## src/rtl/reg_bank_ctx_8088_pkg.sv

```systemverilog
// Shared definitions for the 8088 register bank: register index map,
// default geometry and the context save/restore sequencer states.
package pkg_8088;

   localparam int DATA_W_DEF   = 16;
   localparam int NUM_REGS_DEF = 16;
   localparam int ADDR_W_DEF   = 4;
   localparam int SP_STEP_DEF  = 2;

   // General registers in 8086 encoding order, followed by the first segment register.
   localparam int IDX_AX = 0;
   localparam int IDX_CX = 1;
   localparam int IDX_DX = 2;
   localparam int IDX_BX = 3;
   localparam int IDX_SP = 4;
   localparam int IDX_BP = 5;
   localparam int IDX_SI = 6;
   localparam int IDX_DI = 7;
   localparam int IDX_ES = 8;

   localparam int SP_IDX_DEF = IDX_SP;

   typedef enum logic [1:0] {
      CTX_IDLE    = 2'd0,
      CTX_SAVE    = 2'd1,
      CTX_RESTORE = 2'd2,
      CTX_DONE    = 2'd3
   } ctx_state_e;

endpackage

```

## src/rtl/reg_bank_ctx_8088_byte_lane_merge.sv

```systemverilog
// Merges new write data into an old register word: whole-word replace or a
// single byte lane, with the byte always taken from the low lane of new_i.
module byte_lane_merge #(
   parameter int DATA_W = 16
) (
   input  logic [DATA_W-1:0] old_i,
   input  logic [DATA_W-1:0] new_i,
   input  logic              size_i,
   input  logic              hi_i,
   output logic [DATA_W-1:0] merged_o
);

   localparam int H = DATA_W / 2;

   always_comb begin
      merged_o = old_i;
      if (size_i) begin
         merged_o = new_i;
      end else if (hi_i) begin
         merged_o = {new_i[H-1:0], old_i[H-1:0]};
      end else begin
         merged_o = {old_i[DATA_W-1:H], new_i[H-1:0]};
      end
   end

endmodule

```

## src/rtl/reg_bank_ctx_8088.sv

```systemverilog
// 8088 register bank: byte-lane write-back with read bypass, SP push/pop
// stepper, and a save/restore sequencer streaming every register for interrupts.
module reg_bank_ctx_8088
   import pkg_8088::*;
#(
   parameter int DATA_W   = DATA_W_DEF,
   parameter int NUM_REGS = NUM_REGS_DEF,
   parameter int ADDR_W   = ADDR_W_DEF,
   parameter int SP_IDX   = SP_IDX_DEF,
   parameter int SP_STEP  = SP_STEP_DEF
) (
   input  logic              clk,
   input  logic              reset,
   input  logic              wr_en,
   input  logic [ADDR_W-1:0] wr_addr,
   input  logic [DATA_W-1:0] wr_data,
   input  logic              wr_size,
   input  logic              wr_hi,
   input  logic [ADDR_W-1:0] rd_addr1,
   input  logic [ADDR_W-1:0] rd_addr2,
   input  logic              rd_size,
   input  logic              rd_hi1,
   input  logic              rd_hi2,
   output logic [DATA_W-1:0] rd_data1,
   output logic [DATA_W-1:0] rd_data2,
   input  logic              sp_push,
   input  logic              sp_pop,
   output logic [DATA_W-1:0] sp_out,
   input  logic              ctx_save,
   input  logic              ctx_restore,
   output logic              ctx_busy,
   output logic              so_valid,
   input  logic              so_ready,
   output logic [ADDR_W-1:0] so_idx,
   output logic [DATA_W-1:0] so_data,
   input  logic              ri_valid,
   output logic              ri_ready,
   input  logic [DATA_W-1:0] ri_data,
   output logic              ctx_done,
   output logic [1:0]        ctx_state_o
);

   localparam int H = DATA_W / 2;
   localparam logic [ADDR_W-1:0] SP_A     = ADDR_W'(SP_IDX);
   localparam logic [ADDR_W-1:0] LAST_IDX = ADDR_W'(NUM_REGS - 1);
   localparam logic [DATA_W-1:0] STEP     = DATA_W'(SP_STEP);

   logic [DATA_W-1:0] regs_q [NUM_REGS];
   ctx_state_e        state_q, state_d;
   logic [ADDR_W-1:0] k_q, k_d;

   logic [DATA_W-1:0] wr_merged;
   logic [DATA_W-1:0] sp_next;
   logic [DATA_W-1:0] src1, src2;
   logic              wr_take;
   logic              sp_step;
   logic              restore_we;

   assign ctx_busy    = (state_q != CTX_IDLE);
   assign ctx_state_o = state_q;
   assign sp_out      = regs_q[SP_A];

   // One merge serves both the register update and the same-cycle read bypass.
   byte_lane_merge #(.DATA_W(DATA_W)) u_wr_merge (
      .old_i    (regs_q[wr_addr]),
      .new_i    (wr_data),
      .size_i   (wr_size),
      .hi_i     (wr_hi),
      .merged_o (wr_merged)
   );

   assign wr_take = wr_en && !ctx_busy;
   // A write-back to SP in the same cycle overrides any push/pop.
   assign sp_step = (sp_push ^ sp_pop) && !ctx_busy && !(wr_en && (wr_addr == SP_A));
   assign sp_next = sp_push ? (sp_out - STEP) : (sp_out + STEP);

   assign src1 = (wr_take && (wr_addr == rd_addr1)) ? wr_merged : regs_q[rd_addr1];
   assign src2 = (wr_take && (wr_addr == rd_addr2)) ? wr_merged : regs_q[rd_addr2];

   always_comb begin
      rd_data1 = src1;
      rd_data2 = src2;
      if (!rd_size) begin
         rd_data1 = rd_hi1 ? DATA_W'(src1[DATA_W-1:H]) : DATA_W'(src1[H-1:0]);
         rd_data2 = rd_hi2 ? DATA_W'(src2[DATA_W-1:H]) : DATA_W'(src2[H-1:0]);
      end
   end

   always_ff @(posedge clk or posedge reset) begin
      if (reset) begin
         for (int i = 0; i < NUM_REGS; i++) begin
            regs_q[i] <= '0;
         end
      end else if (restore_we) begin
         regs_q[k_q] <= ri_data;
      end else if (!ctx_busy) begin
         if (wr_en) begin
            regs_q[wr_addr] <= wr_merged;
         end
         if (sp_step) begin
            regs_q[SP_A] <= sp_next;
         end
      end
   end

   always_ff @(posedge clk or posedge reset) begin
      if (reset) begin
         state_q <= CTX_IDLE;
         k_q     <= '0;
      end else begin
         state_q <= state_d;
         k_q     <= k_d;
      end
   end

   // Handshakes: a beat happens in any cycle where valid and ready are both high;
   // the producer holds its payload stable until that beat.
   always_comb begin
      state_d    = state_q;
      k_d        = k_q;
      so_valid   = 1'b0;
      so_idx     = '0;
      so_data    = '0;
      ri_ready   = 1'b0;
      ctx_done   = 1'b0;
      restore_we = 1'b0;
      case (state_q)
         CTX_IDLE: begin
            k_d = '0;
            if (ctx_save) begin
               state_d = CTX_SAVE;
            end else if (ctx_restore) begin
               state_d = CTX_RESTORE;
            end
         end
         CTX_SAVE: begin
            so_valid = 1'b1;
            so_idx   = k_q;
            so_data  = regs_q[k_q];
            if (so_ready) begin
               k_d = k_q + 1'b1;
               if (k_q == LAST_IDX) begin
                  state_d = CTX_DONE;
                  k_d     = '0;
               end
            end
         end
         CTX_RESTORE: begin
            ri_ready = 1'b1;
            if (ri_valid) begin
               restore_we = 1'b1;
               k_d        = k_q + 1'b1;
               if (k_q == LAST_IDX) begin
                  state_d = CTX_DONE;
                  k_d     = '0;
               end
            end
         end
         CTX_DONE: begin
            ctx_done = 1'b1;
            state_d  = CTX_IDLE;
         end
         default: state_d = CTX_IDLE;
      endcase
   end

endmodule
```

## config.mk

```make
export PLATFORM = sky130hd
export DESIGN_NAME = reg_bank_ctx_8088
export DESIGN_NICKNAME = d
export VERILOG_FILES = /design/src/rtl/reg_bank_ctx_8088_pkg.sv /design/src/rtl/reg_bank_ctx_8088_byte_lane_merge.sv /design/src/rtl/reg_bank_ctx_8088.sv
export SDC_FILE = /design/constraint.sdc
export NUM_CORES = 1
export LEC_CHECK = 0
export CAP_MARGIN = 20
export CORE_UTILIZATION = 60
export DETAILED_ROUTE_END_ITERATION = 10
export PLACE_DENSITY = 0.81
export RECOVER_POWER = 50
export SYNTH_ARGS = -nofsm -noshare
export SYNTH_HDL_FRONTEND = slang
export SYNTH_SLANG_ARGS = --single-unit
```

## constraint.sdc

```tcl
create_clock -name clk -period 30.1 [get_ports clk]
set_input_delay 7.525 -clock clk [delete_from_list [all_inputs] [get_ports clk]]
set_output_delay 7.525 -clock clk [all_outputs]
set_load 0.005 [all_outputs]
```

==> summary.txt <==
first-pass iteration count of the detailed router -> 7
Post-Syn Area -> 0.0225 sq mm
Clock Skew -> 0.0220 ns
largest net degree at the start of global routing -> 119
leakage -> 9.13 nW
clock latency on the worst-skew pair -> 0.63 ns
post-CTS sizing -> 0
Syn Nets -> 2,378
Root Driver -> clkbuf_16
post-layout net count -> 2,362
clock sinks -> 262
initial antenna violation count -> 4
antenna-violating nets left -> 0
post-synth cell types -> 69
Tmin final -> 22.86 ns
number of buffers created by CTS -> 31
Bufs on Longest Clock Path -> 3
Setup CP Type -> input port to output pin
Req. time, crit path -> 22.58 ns
Fillers -> 2,769
sequential fraction of the synthesis area -> 0.291
first-pass GRT wire length -> 143,000 um
Syn-to-layout area delta -> 10.1%
Max VDD drop -> 0.0000490 V
unrepaired setup endpoints after global routing -> false
aggregate global-route resource usage -> 0.521
cells along the critical path -> clkbuf_1 > clkbuf_1 > mux4_2 > mux2i_1 > o22ai_1 > a211o_1 > nand2_1 > o31ai_1 > clkdlybuf4s50_1
GP Congestion -> 1.05
Hold Crit Class -> flip-flop to flip-flop
worst path bufs/invs -> 3
Iteration-0 DRC Markers -> 4,262
failing checks -> capacitance limit, slew limit
CP Max Fanout -> 54
CP startpoint kind -> input port
Top Family by Delay on Critical Path -> buffers and inverters
EDFF count, synth -> 0
Finish-stage setup viols -> 0
number of max-cap violations -> 5
setup ws final -> 7.24 ns
vias in the first global route -> 21,473
synthesized netlist cell count -> 2,298
Starting Density -> 0.612
htree depth -> 1
GR Overflow Total -> 0
Worst path most repeated cell -> clkbuf_1
multi-input logic area -> 0.0148 sq mm
Die X-Extent -> 196 um
routed vias -> 22,406
relative slew slack -> -2.62
HPWL Detailed -> 64,300 um
Fmax -> 0.0437 GHz
Pins Over Slew Limit -> 323
commonest non-fill, non-tap cell in the layout -> nor2_1
Port-buffer cells -> 131
Slowest-stage cell, CP -> clkbuf_1
post-DR vias/cell -> 8.09
Die Span Y -> 196 um
Final Hold Viols -> 0
hold_buf cts -> 0
data arrival time of the worst path -> 15.33 ns
io pins -> 132
core area -> 0.0368 sq mm
mean area per synthesized cell -> 9.79 sq um
Storage cell area -> 0.00656 sq mm
num rows -> 70
final WL -> 98,200 um
#FFs+latches synth -> 262
Synth Warn # -> 0
CTS tree -> yes
Pwr Density -> 80.8 mW/mm^2
Clk pin slew, worst setup/hold paths -> 0.06 ns
Place WS -> 10.92 ns
CP endpoint kind -> output pin
layout cells sized above 1 -> 0.209
max incr delay on CP -> 3.16 ns
dominant synthesized flop cell -> dfrtp_1
commonest cells after routing, fill and taps aside -> nor2_1 (337), a21oi_1 (320), mux4_2 (302)
die area -> 0.0383 sq mm
DRC errors left -> 0
Post-CTS Setup Bufs -> 0
Setup TNS -> 0 ns
per-cell routed wire length -> 35.5 um
crit share post-route -> 0.759
status -> complete, but fails checks
fraction of registers with async set/reset -> 1.00
Slew @ Worst Pin -> 5.40 ns
final core occ -> 0.674
cell families after synthesis:
group | after synthesis | share of synthesized area
AOI/OAI and AO/OA | 668 | 0.175
xor gates and xnor gates | 20 | 0.00778
adders and majority gates | 22 | 0.0126
buffers and inverters | 275 | 0.0580
DFF | 262 | 0.291
muxes | 348 | 0.325
and+or+nand+nor | 703 | 0.131
through the flow:
stage | std cells | instance area [sq um] | hold slack [ns] | power (mW)
global placement | 2711 | 23800 | 0.511 | 1.55
global route | 2767 | 24800 | 0.583 | 2.06
detailed placement | 2712 | 23800 | 0.536 | 1.58
floorplan | 2298 | 22500 | 0.493 | 1.22
CTS | 2762 | 24700 | 0.550 | 1.94
finish | 2769 | 24800 | 0.553 | 2.00
worst reg2reg max path, cell delays in order, from the launching register on:
cell	delay (ns)
dfrtp_2	0.42
buf_4	0.81
ha_1	0.78
nand2_1	0.91
o22ai_2	1.02
buf_4	0.41
nor2_1	0.08
a21oi_1	0.12
cell usage after synthesis, types with 13 or more instances:
| cell | n | area, sq um |
|---|---|---|
| inv_1 | 30 | 113 |
| dfrtp_1 | 262 | 6560 |
| o31ai_1 | 24 | 180 |
| mux2_2 | 16 | 180 |
| o21ai_0 | 87 | 435 |
| o22ai_1 | 22 | 138 |
| a22oi_1 | 35 | 263 |
| nand2_1 | 222 | 833 |
| mux4_2 | 302 | 6800 |
| o21ai_1 | 62 | 310 |
| nor2_1 | 349 | 1310 |
| nor2b_1 | 15 | 93.8 |
| buf_2 | 58 | 290 |
| xnor2_1 | 16 | 140 |
| and2_1 | 42 | 263 |
| a21oi_1 | 320 | 1600 |
| buf_4 | 21 | 158 |
| buf_1 | 13 | 48.8 |
| clkbuf_1 | 138 | 518 |
| a31oi_1 | 22 | 138 |
| mux2i_1 | 28 | 280 |
| nand3_1 | 18 | 90.1 |
| nor3_1 | 19 | 95.1 |
| ha_1 | 21 | 263 |
| and3_1 | 13 | 81.3 |
| a221oi_1 | 21 | 184 |
worst paths after layout:
| path | slack (ns) | cells past startpoint | endpoint | start |
|---|---|---|---|---|
| max | 7.24 | 9 | rd_data2[6] | wr_addr[1] |
| min | 0.55 | 2 | regs_q[166]$_DFFE_PP0P_ | regs_q[166]$_DFFE_PP0P_ |
| max reg2reg | 25.48 | 7 | regs_q[70]$_DFFE_PP0P_ | k_q[1]$_DFFE_PP0P_ |
| min reg2reg | 0.55 | 2 | regs_q[166]$_DFFE_PP0P_ | regs_q[166]$_DFFE_PP0P_ |
| max in group asynchronous | 15.06 | 3 | k_q[0]$_DFFE_PP0P_ | reset |
| min in group asynchronous | 8.99 | 2 | regs_q[65]$_DFFE_PP0P_ | reset |
per-layer routing:
| layer | track usage | routed length (um) | vias to the layer above | part of all wire |
|---|---|---|---|---|
| met4 | 0.362 | 9100 | 8 | 0.093 |
| li1 | - | - | 8610 | - |
| met1 | 0.636 | 30900 | 10584 | 0.32 |
| met5 | 0.0140 | 108 | - | 0.0011 |
| met3 | 0.279 | 19100 | 670 | 0.19 |
| met2 | 0.703 | 39000 | 2534 | 0.40 |
where the power goes:
group	switching, mW	internal, mW
clock network	0.163	0.204
registers	0.185	0.458
logic	0.523	0.469
flip-flops by register name, indices dropped and copies added, names as in the netlist:
name         flops
regs_q         240
ctx_state_o      2
k_q              4
sp_out          16
area by class of cell:
| cell class | count | area share |
|---|---|---|
| timing repair buffer | 195 | 0.0726 |
| tap | 468 | 0.0236 |
| clock buffer | 45 | 0.0363 |
| inverter | 31 | 0.00475 |
| multi-input combinational | 1761 | 0.596 |
| clock inverter | 5 | 0.00172 |
| antenna | 2 | 0.000202 |
| sequential | 262 | 0.265 |
No activity file was read; power rests on OpenSTA's default activity.
